File: src/rtl/adder_latency_monitor_pkg.sv
// FSM encoding and default sizing shared by the adder latency monitor files.
// Holds no logic.
package adder_latency_monitor_pkg;

  localparam int DEF_N       = 32;
  localparam int DEF_TIMEOUT = 64;
  localparam int DEF_LAT_W   = 8;
  localparam int DEF_ACC_W   = 48;

  typedef enum logic [1:0] {
    S_IDLE   = 2'd0,
    S_WAIT   = 2'd1,
    S_REPORT = 2'd2
  } state_t;

endpackage

File: src/rtl/adder_latency_monitor_sat_accum.sv
// Saturating W-bit accumulator with clear and add enable; the new value is visible one cycle after clr/add_en.
// No backpressure: an add is taken on every enabled cycle, and clear beats add.
module sat_accum #(
  parameter int W  = 48,
  parameter int IW = 8
) (
  input  logic          clk,
  input  logic          rst,
  input  logic          clr,
  input  logic          add_en,
  input  logic [IW-1:0] add_val,
  output logic [W-1:0]  acc
);

  logic [W:0] sum;

  // One extra bit catches the carry out, which pins the total at all-ones.
  assign sum = {1'b0, acc} + (W+1)'(add_val);

  always_ff @(posedge clk) begin
    if (rst || clr) begin
      acc <= '0;
    end else if (add_en) begin
      acc <= sum[W] ? '1 : sum[W-1:0];
    end
  end

endmodule

File: src/rtl/adder_latency_monitor.sv
// Drives one operand set to an adder under test and counts edges until {Cout,S} matches a+b+cin or TIMEOUT expires.
// Takes one operand set at a time (in_ready only in IDLE); holds each result until res_ready.
module adder_latency_monitor
  import adder_latency_monitor_pkg::*;
#(
  parameter int N       = DEF_N,
  parameter int TIMEOUT = DEF_TIMEOUT,
  parameter int LAT_W   = DEF_LAT_W,
  parameter int ACC_W   = DEF_ACC_W
) (
  input  logic             clk,
  input  logic             rst,
  input  logic             in_valid,
  output logic             in_ready,
  input  logic [N-1:0]     a,
  input  logic [N-1:0]     b,
  input  logic             cin,
  output logic [N-1:0]     op_a,
  output logic [N-1:0]     op_b,
  output logic             op_cin,
  input  logic [N:0]       obs_sum,
  output logic             res_valid,
  input  logic             res_ready,
  output logic [LAT_W-1:0] res_lat,
  output logic             res_tmo,
  input  logic             clr_stats,
  output logic [ACC_W-1:0] total_lat,
  output logic [LAT_W-1:0] max_lat,
  output logic [ACC_W-1:0] n_tests,
  output logic [ACC_W-1:0] n_timeouts
);

  localparam logic [LAT_W-1:0] TMO = LAT_W'(TIMEOUT);

  state_t           state;
  state_t           state_nxt;
  logic [N:0]       exp_sum;
  logic [LAT_W-1:0] cnt;
  logic [LAT_W-1:0] cnt_inc;
  logic             hit;
  logic             in_hs;
  logic             res_hs;
  logic             stat_add;

  assign in_hs    = in_valid && in_ready;
  assign res_hs   = res_valid && res_ready;
  assign stat_add = res_hs && !clr_stats;
  assign cnt_inc  = cnt + LAT_W'(1);

  // An X or Z anywhere in obs_sum makes the equality unknown, which is not a hit.
  assign hit = ((obs_sum == exp_sum) === 1'b1);

  always_ff @(posedge clk) begin
    if (rst) begin
      state <= S_IDLE;
    end else begin
      state <= state_nxt;
    end
  end

  always_comb begin
    state_nxt = state;
    case (state)
      S_IDLE:   if (in_valid) state_nxt = S_WAIT;
      S_WAIT:   if (hit || cnt_inc == TMO) state_nxt = S_REPORT;
      S_REPORT: if (res_ready) state_nxt = S_IDLE;
      default:  state_nxt = S_IDLE;
    endcase
  end

  always_comb begin
    in_ready  = (state == S_IDLE);
    res_valid = (state == S_REPORT);
  end

  always_ff @(posedge clk) begin
    if (rst) begin
      op_a    <= '0;
      op_b    <= '0;
      op_cin  <= 1'b0;
      exp_sum <= '0;
      cnt     <= '0;
      res_lat <= '0;
      res_tmo <= 1'b0;
    end else begin
      if (in_hs) begin
        op_a    <= a;
        op_b    <= b;
        op_cin  <= cin;
        exp_sum <= {1'b0, a} + {1'b0, b} + {{N{1'b0}}, cin};
        cnt     <= '0;
      end
      // A hit on the final edge is still reported as a match.
      if (state == S_WAIT) begin
        cnt <= cnt_inc;
        if (hit) begin
          res_lat <= cnt_inc;
          res_tmo <= 1'b0;
        end else if (cnt_inc == TMO) begin
          res_lat <= TMO;
          res_tmo <= 1'b1;
        end
      end
    end
  end

  always_ff @(posedge clk) begin
    if (rst || clr_stats) begin
      max_lat <= '0;
    end else if (stat_add && res_lat > max_lat) begin
      max_lat <= res_lat;
    end
  end

  sat_accum #(.W(ACC_W), .IW(LAT_W)) u_total_lat (
    .clk     (clk),
    .rst     (rst),
    .clr     (clr_stats),
    .add_en  (stat_add),
    .add_val (res_lat),
    .acc     (total_lat)
  );

  sat_accum #(.W(ACC_W), .IW(1)) u_n_tests (
    .clk     (clk),
    .rst     (rst),
    .clr     (clr_stats),
    .add_en  (stat_add),
    .add_val (1'b1),
    .acc     (n_tests)
  );

  sat_accum #(.W(ACC_W), .IW(1)) u_n_timeouts (
    .clk     (clk),
    .rst     (rst),
    .clr     (clr_stats),
    .add_en  (stat_add && res_tmo),
    .add_val (1'b1),
    .acc     (n_timeouts)
  );

endmodule

File: config.mk
export PLATFORM = sky130hd
export DESIGN_NAME = adder_latency_monitor
export DESIGN_NICKNAME = d
export VERILOG_FILES = /design/src/rtl/adder_latency_monitor_pkg.sv /design/src/rtl/adder_latency_monitor_sat_accum.sv /design/src/rtl/adder_latency_monitor.sv
export SDC_FILE = /design/constraint.sdc
export NUM_CORES = 1
export LEC_CHECK = 0
export CAP_MARGIN = 20
export CELL_PAD_IN_SITES_DETAIL_PLACEMENT = 1
export CELL_PAD_IN_SITES_GLOBAL_PLACEMENT = 1
export CORE_UTILIZATION = 30
export CTS_CLUSTER_SIZE = 8
export DETAILED_ROUTE_END_ITERATION = 12
export GPL_ROUTABILITY_DRIVEN = 1
export PLACE_DENSITY_LB_ADDON = 0.1
export SLEW_MARGIN = 15
export SYNTH_ARGS = -nofsm -noshare
export SYNTH_HDL_FRONTEND = slang
export SYNTH_SLANG_ARGS = --single-unit
File: constraint.sdc
create_clock -name clk -period 10.1 [get_ports clk]
set_input_delay 3.03 -clock clk [delete_from_list [all_inputs] [get_ports clk]]
set_output_delay 3.03 -clock clk [all_outputs]
set_load 0.005 [all_outputs]
==> results.txt, run 1 <==
- Max-Cap Viols: 0
- For this run, the total global-route usage over all layers was measured as 20.5%.
- Worst hold path cell count: 2
- The die covers 0.0467 mm2.
- Number of distinct library cell variants in the gate-level netlist after synthesis: 75
- The routed design has 48700 um of wire.
* Summed area of non-filler cells in the final layout: 0.0187 mm2
- After detailed routing, the number of remaining DRC violations is 0.
* Highest achievable clock rate: 158 MHz
- Cts bufs inserted: 40
- Crit share post-route: 62.6%
- The routed layout has 13400 vias.
- Synthesized area: 0.0138 mm2
* Power per standard cell area: 142 mW/mm2
* Unrepaired setup endpoints after global routing: false
- Placement row count: 78
- Wire length of the first global-routing pass: 77300 um
- The design draws 2.65 mW.
* Initial DRC Count: 561
- The max-slew violation count is 0.
- Counting along the longest clock path gives a buffer depth of 3.
- Y dimension of the die: 216 um
- Subtracting the final worst setup slack from the clock period gives 6.32 ns.
* Type of element launching the critical path: input port
- The min-delay analysis places its worst path in the category reg2reg.
- The initial utilization of the core area, before any placement, comes to 30.4%.
* Instance area after placement: 0.0176 mm2
* Least-Margin Pin Slew: 1.09 ns
- The run finished with clean final reports.
- Yosys attributes the largest share of cell area to sky130_fd_sc_hd__dfxtp_1, sky130_fd_sc_hd__a21oi_1, sky130_fd_sc_hd__xor2_1.
- After clock tree synthesis, the setup repair step added 0 buffers.
- The worst setup path is captured at a register.
* Net count, final: 2127
- Gate count after technology mapping: 1673
- In the routed layout, each cell is associated on average with a via count of 5.17.
- Measured against its own limit, the worst slew margin works out to 26.5%.
- Along the worst path, the maximum fanout reaches 5.
- The number of cells on the worst reg-to-reg path is 9.
- Worst Setup Slack, final: 3.78 ns
* Syn_area_per_cell: 8.22 um2
- Setup total negative slack on the finished layout was measured at 0 ns.
- The number of nets in the synthesized netlist is 1829.
- Number of failing setup endpoints in the final timing report: 0
- Synth async-reset ratio: 0%
- DR WL/cell: 18.9 um
- Buffers placed on the I/O ports in this run total 330.
- Number of synthesized register bits: 269
* Dpl ws: 3.21 ns
* P&R area growth vs syn: 35.8%
- At the worst endpoint, the required time is 10.54 ns.
- Arrival time at the worst endpoint: 6.76 ns
- Fill cells in the final layout number 5344.
* Initial antenna violation count: 12
* Dominant cell by count in the synthesized netlist: sky130_fd_sc_hd__dfxtp_1
- The via count of the first global-routing pass came to 13800.
- Placed wire-length estimate: 35500 um
- Area of the core region: 0.0453 mm2
- The post-route netlist has 4.70% of its cells at a drive strength greater than 1.
* Clock Pin Slew Worst Setup and Hold Paths: 0.05 ns
- Dominant register cell in the synthesized netlist: sky130_fd_sc_hd__dfxtp_1
- DRT Pass-1 Iters: 6
* Yosys warnings: 0
- The commonest cells after synthesis are sky130_fd_sc_hd__dfxtp_1, sky130_fd_sc_hd__nand2_1, sky130_fd_sc_hd__a21oi_1.
- CTS built an H-tree with a depth of 2.
- Across the VDD grid, the largest voltage drop is 0.0950 mV.
- Buffers inserted to repair hold after CTS numbered 0.
- GRT overflow: 0
* Largest net degree at the start of global routing: 79
- Root buffer cell: sky130_fd_sc_hd__clkbuf_16
- Clock latency on the worst-skew pair, taken at its later pin, is 0.55 ns.
* Sink count of the clock tree: 269
* Top cell type by total area after synthesis: sky130_fd_sc_hd__dfxtp_1
- Final hold violation count: 0
- Static power due to leakage: 6.75 nW
- Once the clock tree was built, the resizer swapped 0 gates to a different size.
- Post-route antenna net violation count: 0
- RePlAce Congestion: 0.799
* Post-route clock skew: 0.0135 ns
- Horiz. Die Dim: 216 um
- Setup CP Type: in2reg
- TritonCTS clock tree: done
* Sequential-to-total area share from yosys stat: 39.1%
- Number of synthesized flops with an enable pin: 0
- 331 I/O pins were placed.
- In this run the biggest area consumer among cell types represents 39.1% of the synthesized area.
where the power goes:
group          switching (mW)  total [mW]  internal (mW)
registers              0.0186        1.11           1.09
clock network           0.500        1.23          0.729
logic                   0.172       0.307          0.135
total                   0.691        2.65           1.96
layout by cell type (no fill, tap or decap), types with 37 or more instances in the layout:
master | netlist | routed
sky130_fd_sc_hd__clkbuf_16 | 0 | 41
sky130_fd_sc_hd__ha_1 | 50 | 50
sky130_fd_sc_hd__nand4_1 | 58 | 58
sky130_fd_sc_hd__dfxtp_1 | 269 | 269
sky130_fd_sc_hd__nand3_1 | 86 | 86
sky130_fd_sc_hd__a21oi_1 | 235 | 235
sky130_fd_sc_hd__xor2_1 | 122 | 122
sky130_fd_sc_hd__clkdlybuf4s50_1 | 0 | 329
sky130_fd_sc_hd__nor2_1 | 101 | 100
sky130_fd_sc_hd__nand2_1 | 246 | 245
sky130_fd_sc_hd__xnor2_1 | 37 | 37
per-stage QoR:
stage / hold slack [ns] / util [%] / instances
2_1_floorplan: 0.444 / - / 1673
3_3_place_gp: 0.443 / 38.8 / 2528
3_5_place_dp: 0.449 / 38.8 / 2528
4_1_cts: 0.456 / 41.2 / 2579
5_1_grt: 0.478 / 41.2 / 2580
6_report: 0.453 / 41.3 / 2583
layer usage:
metal,global-route usage (%),wire length [um],vias up
met5,0,104,-
met1,25.7,21900,6464
met3,6.06,2900,80
li1,-,-,6545
met2,34.1,22700,253
met4,5.40,1100,16
sequential cells by signal, summed over array words and instances (netlist names):
register          cells
max_lat               8
exp_sum              33
res_lat               8
op_b                 32
op_cin                1
op_a                 32
res_tmo               1
state                 2
u_n_timeouts.acc     48
cnt                   8
u_total_lat.acc      48
u_n_tests.acc        48
cell type report:
| type | count | area (um2) | area share [%] |
|---|---|---|---|
| Multi-Input combinational cell | 1285 | 7920 | 42.4 |
| Sequential cell | 269 | 5390 | 28.8 |
| Timing Repair Buffer | 344 | 3410 | 18.3 |
| Clock buffer | 48 | 1060 | 5.69 |
| Tap cell | 600 | 751 | 4.02 |
| Inverter | 31 | 116 | 0.623 |
| Clock inverter | 3 | 22.5 | 0.121 |
| Antenna cell | 3 | 7.51 | 0.0402 |
worst max-delay path, cell delays in order:
cell                              delay (ns)
sky130_fd_sc_hd__clkdlybuf4s50_1        0.59
sky130_fd_sc_hd__fa_1                   0.55
sky130_fd_sc_hd__fa_1                   0.43
sky130_fd_sc_hd__a21oi_1                0.23
sky130_fd_sc_hd__o211ai_1               0.20
sky130_fd_sc_hd__a211oi_1               0.70
sky130_fd_sc_hd__nor3_1                 0.20
sky130_fd_sc_hd__o211ai_1               0.30
sky130_fd_sc_hd__a2111oi_0              0.17
sky130_fd_sc_hd__a311o_1                0.36
cells by family (layout without fill, tap and decap cells):
group                    after synthesis  after routing  share of synthesized area [%]
XOR/XNOR                             159            159                           10.1
adder cells (fa/ha/maj)               53             53                           4.98
multiplexers                          22             22                           1.60
flip-flops                           269            269                           39.1
other                                  0              3                              0
buffers and inverters                119            426                           3.39
AND/OR/NAND/NOR                      650            650                           23.2
AO/OA/AOI/OAI                        401            401                           17.6
path summary, 6_finish.rpt:
kind                   start  slack (ns)                   to
setup / recovery        a[0]        3.78          exp_sum[28]
hold / removal      op_a[20]        0.45             op_a[20]
setup reg to reg  res_lat[0]        6.93  u_total_lat.acc[25]
hold reg to reg     op_a[20]        0.45             op_a[20]
Note: power is estimated with default switching activity, not from simulation.
==> run 2, diff against run 1 <==
==> constraint.sdc (replaced) <==
create_clock -name clk -period 5.6 [get_ports clk]
set_input_delay 1.68 -clock clk [delete_from_list [all_inputs] [get_ports clk]]
set_output_delay 1.68 -clock clk [all_outputs]
set_load 0.005 [all_outputs]
==> run 2 against run 1 <==
- combinational power grew 81%
- highest routed layer unchanged
- utilization is essentially flat
- final cell count grew 0.15%
- largest power group unchanged
- die area is the same
- largest cell class unchanged
- wire length shrank 0.56%
- sequential power grew 81%
- critical endpoint unchanged
- critical path type unchanged
- worst setup slack lost 2.7 ns
- global-route usage shrank 0.095 points
- cell area is essentially flat
- hold slack lost 0.0023 ns
==> results.txt, run 2 (synthesis results as in run 1) <==
- The largest single stage delay on the critical path is 0.59 ns.
- The region available for standard cell placement spans 0.0453 mm2.
* Post-route non-filler standard cell count: 2587
- The worst setup path is of the in2reg kind.
- In this design, the largest share of critical-path delay is due to compound AO/OA/AOI/OAI gates.
- Outcome: completed
- Max FO, Critical Path: 5
- At the end of the flow, the number of nets in the layout was 2136.
- The tool flagged a number of max-cap violations equal to 0.
- Worst hold slack across all endpoints: 0.451 ns
- Top library cells by usage in the layout, fill and taps aside: sky130_fd_sc_hd__clkdlybuf4s50_1, sky130_fd_sc_hd__dfxtp_1, sky130_fd_sc_hd__nand2_1, sky130_fd_sc_hd__a21oi_1, sky130_fd_sc_hd__xor2_1
* CP Cell Sequence: clkdlybuf4s50_1, fa_1, fa_1, a21oi_1, o211ai_1, a211oi_1, buf_4, nor3_1, o211ai_1, a2111oi_0, a311o_1
- Cells with a size suffix above 1 make up 5.04% of the layout.
* Horiz. Die Dim: 216 um
- WP buf/inv: 2
* TritonCTS clock tree: done
- The initial antenna violation count is 11.
- Initial core utilization: 30.4%
- For this run the aggregate overflow at the end of global routing stands at 0.
* Via count of the first global-routing pass: 13500
- Dividing total power by cell area gives a power density of 250 mW/mm2.
* M1 WL: 21900 um
* Highest metal layer used by the detailed router: met5
- Wire segments on met2 add up to 22600 um in the final route.
- Routability-driven placement finished with a final weighted congestion of 0.788.
* CTS Hold Bufs: 0
* Clock Pin Slew Worst Setup and Hold Paths: 0.05 ns
- Post-CTS setup buffer count: 0
* Number of port buffers: 330
- Full die area: 0.0467 mm2
- Slew Limit Fails: 0
- Number of failing setup endpoints in the final timing report: 0
* DRT Pass-1 Iters: 5
- From synthesis to final layout, the design area changed by 35.7%.
- Class of the tightest hold or removal check: reg2reg
- Resized Gates After CTS: 0
- After the first detailed-routing iteration, the DRC count stood at 603.
* Unrepaired setup endpoints after global routing: false
- Final Power: 4.66 mW
- Wires add up to 48400 um.
* Routed wl met3: 2700 um
- The final route contains 13400 vias.
- Maximum root-to-sink buffer count: 3
- Critical path capture point type: register
* Final period demand of the worst path: 4.52 ns
- On the final layout, the worst clock skew is 0.0142 ns.
- IR analysis of the VDD net gives a maximum drop of 0.163 mV.
* H-Tree Depth: 2
- Post-route antenna net violation count: 0
* Placed wire-length estimate: 35700 um
- Cts bufs inserted: 39
- Final hold violation count: 0
- Using the TritonRoute via totals, the vias-per-cell ratio works out to 5.18.
* Later-pin clock latency in the skew report: 0.55 ns
- Y dimension of the die: 216 um
- Top-level port count: 331
- Max-Slew Margin vs Limit: 40.5%
- Least-Margin Pin Slew: 0.893 ns
* Sink count of the clock tree: 269
* Root buffer cell: sky130_fd_sc_hd__clkbuf_16
- Largest net degree at the start of global routing: 59
- Setup tns final: 0 ns
* Wire length of the first global-routing pass: 76800 um
- In the final layout, the registers with the most flip-flops are u_n_tests.acc (48), u_n_timeouts.acc (48), u_total_lat.acc (48).
* Highest achievable clock rate: 221 MHz
* All-Layer GR Usage: 20.4%
- The worst setup path is launched from an input port.
* DR WL/cell: 18.7 um
- Critical-path cell with the highest stage delay: sky130_fd_sc_hd__clkdlybuf4s50_1
- Data on the critical path is required at its endpoint by 6.04 ns.
- Placement row count: 78
- Arrival time at the worst endpoint: 4.96 ns
- Cells fill 41.2% of the core in the end.
- Crit share post-route: 80.7%
* Filler Cells Inserted: 5368
- The library cell used most frequently in the layout, excluding fill and tap cells, is sky130_fd_sc_hd__clkdlybuf4s50_1.
- Remaining DRCs: 0
- The number of placed instances, taps included, is 2539.
- Static power due to leakage: 6.76 nW
[run 2: changes by cell type in the layout (fill, tap and decap cells not counted), sizes merged]
cell	change
buf	+10
clkbuf	-6
clkinv	-1
inv	+1
[run 2: per-stage QoR]
| step | cell area (um2) | setup WS (ns) |
|---|---|---|
| finish | 18700 | 1.08 |
| global route | 18700 | 0.848 |
| floorplan | 13800 | 1.41 |
| detailed placement | 17700 | 0.490 |
| global placement | 17700 | 0.590 |
| CTS | 18700 | 1.07 |
[run 2: per-layer routing]
metal,track usage (%),vias to the layer above
met5,0,-
met4,6.27,14
met3,5.21,71
met2,33.6,255
met1,26.0,6477
li1,-,6571
[run 2: final cells by class]
cell class	count	area (um2)	share of cell area, %
Sequential cell	269	5390	28.8
Clock buffer	42	987	5.29
Clock inverter	3	26.3	0.141
Inverter	31	116	0.623
Antenna cell	3	7.51	0.0402
Tap cell	600	751	4.02
Timing Repair Buffer	354	3480	18.6
Multi-Input combinational cell	1285	7920	42.4
[run 2: worst paths after layout]
| check | from | end | slack, ns | depth (start not counted) |
|---|---|---|---|---|
| worst min register to register | op_a[4] | op_a[4] | 0.45 | 2 |
| worst max-delay path | a[0] | exp_sum[28] | 1.08 | 11 |
| worst max register to register | res_lat[0] | u_total_lat.acc[13] | 2.78 | 9 |
| worst min-delay path | op_a[4] | op_a[4] | 0.45 | 2 |
[run 2: worst min-delay path: stages (launching register included)]
cell and delay [ns]:
sky130_fd_sc_hd__dfxtp_1 0.30, sky130_fd_sc_hd__nand2_1 0.05, sky130_fd_sc_hd__a21oi_1 0.05
[run 2: report_power, final]
group | switching (mW) | internal (mW) | total, mW
Sequential | 0.0343 | 1.97 | 2.01
Combinational | 0.310 | 0.246 | 0.555
Clock | 0.866 | 1.23 | 2.10
Total | 1.21 | 3.45 | 4.66
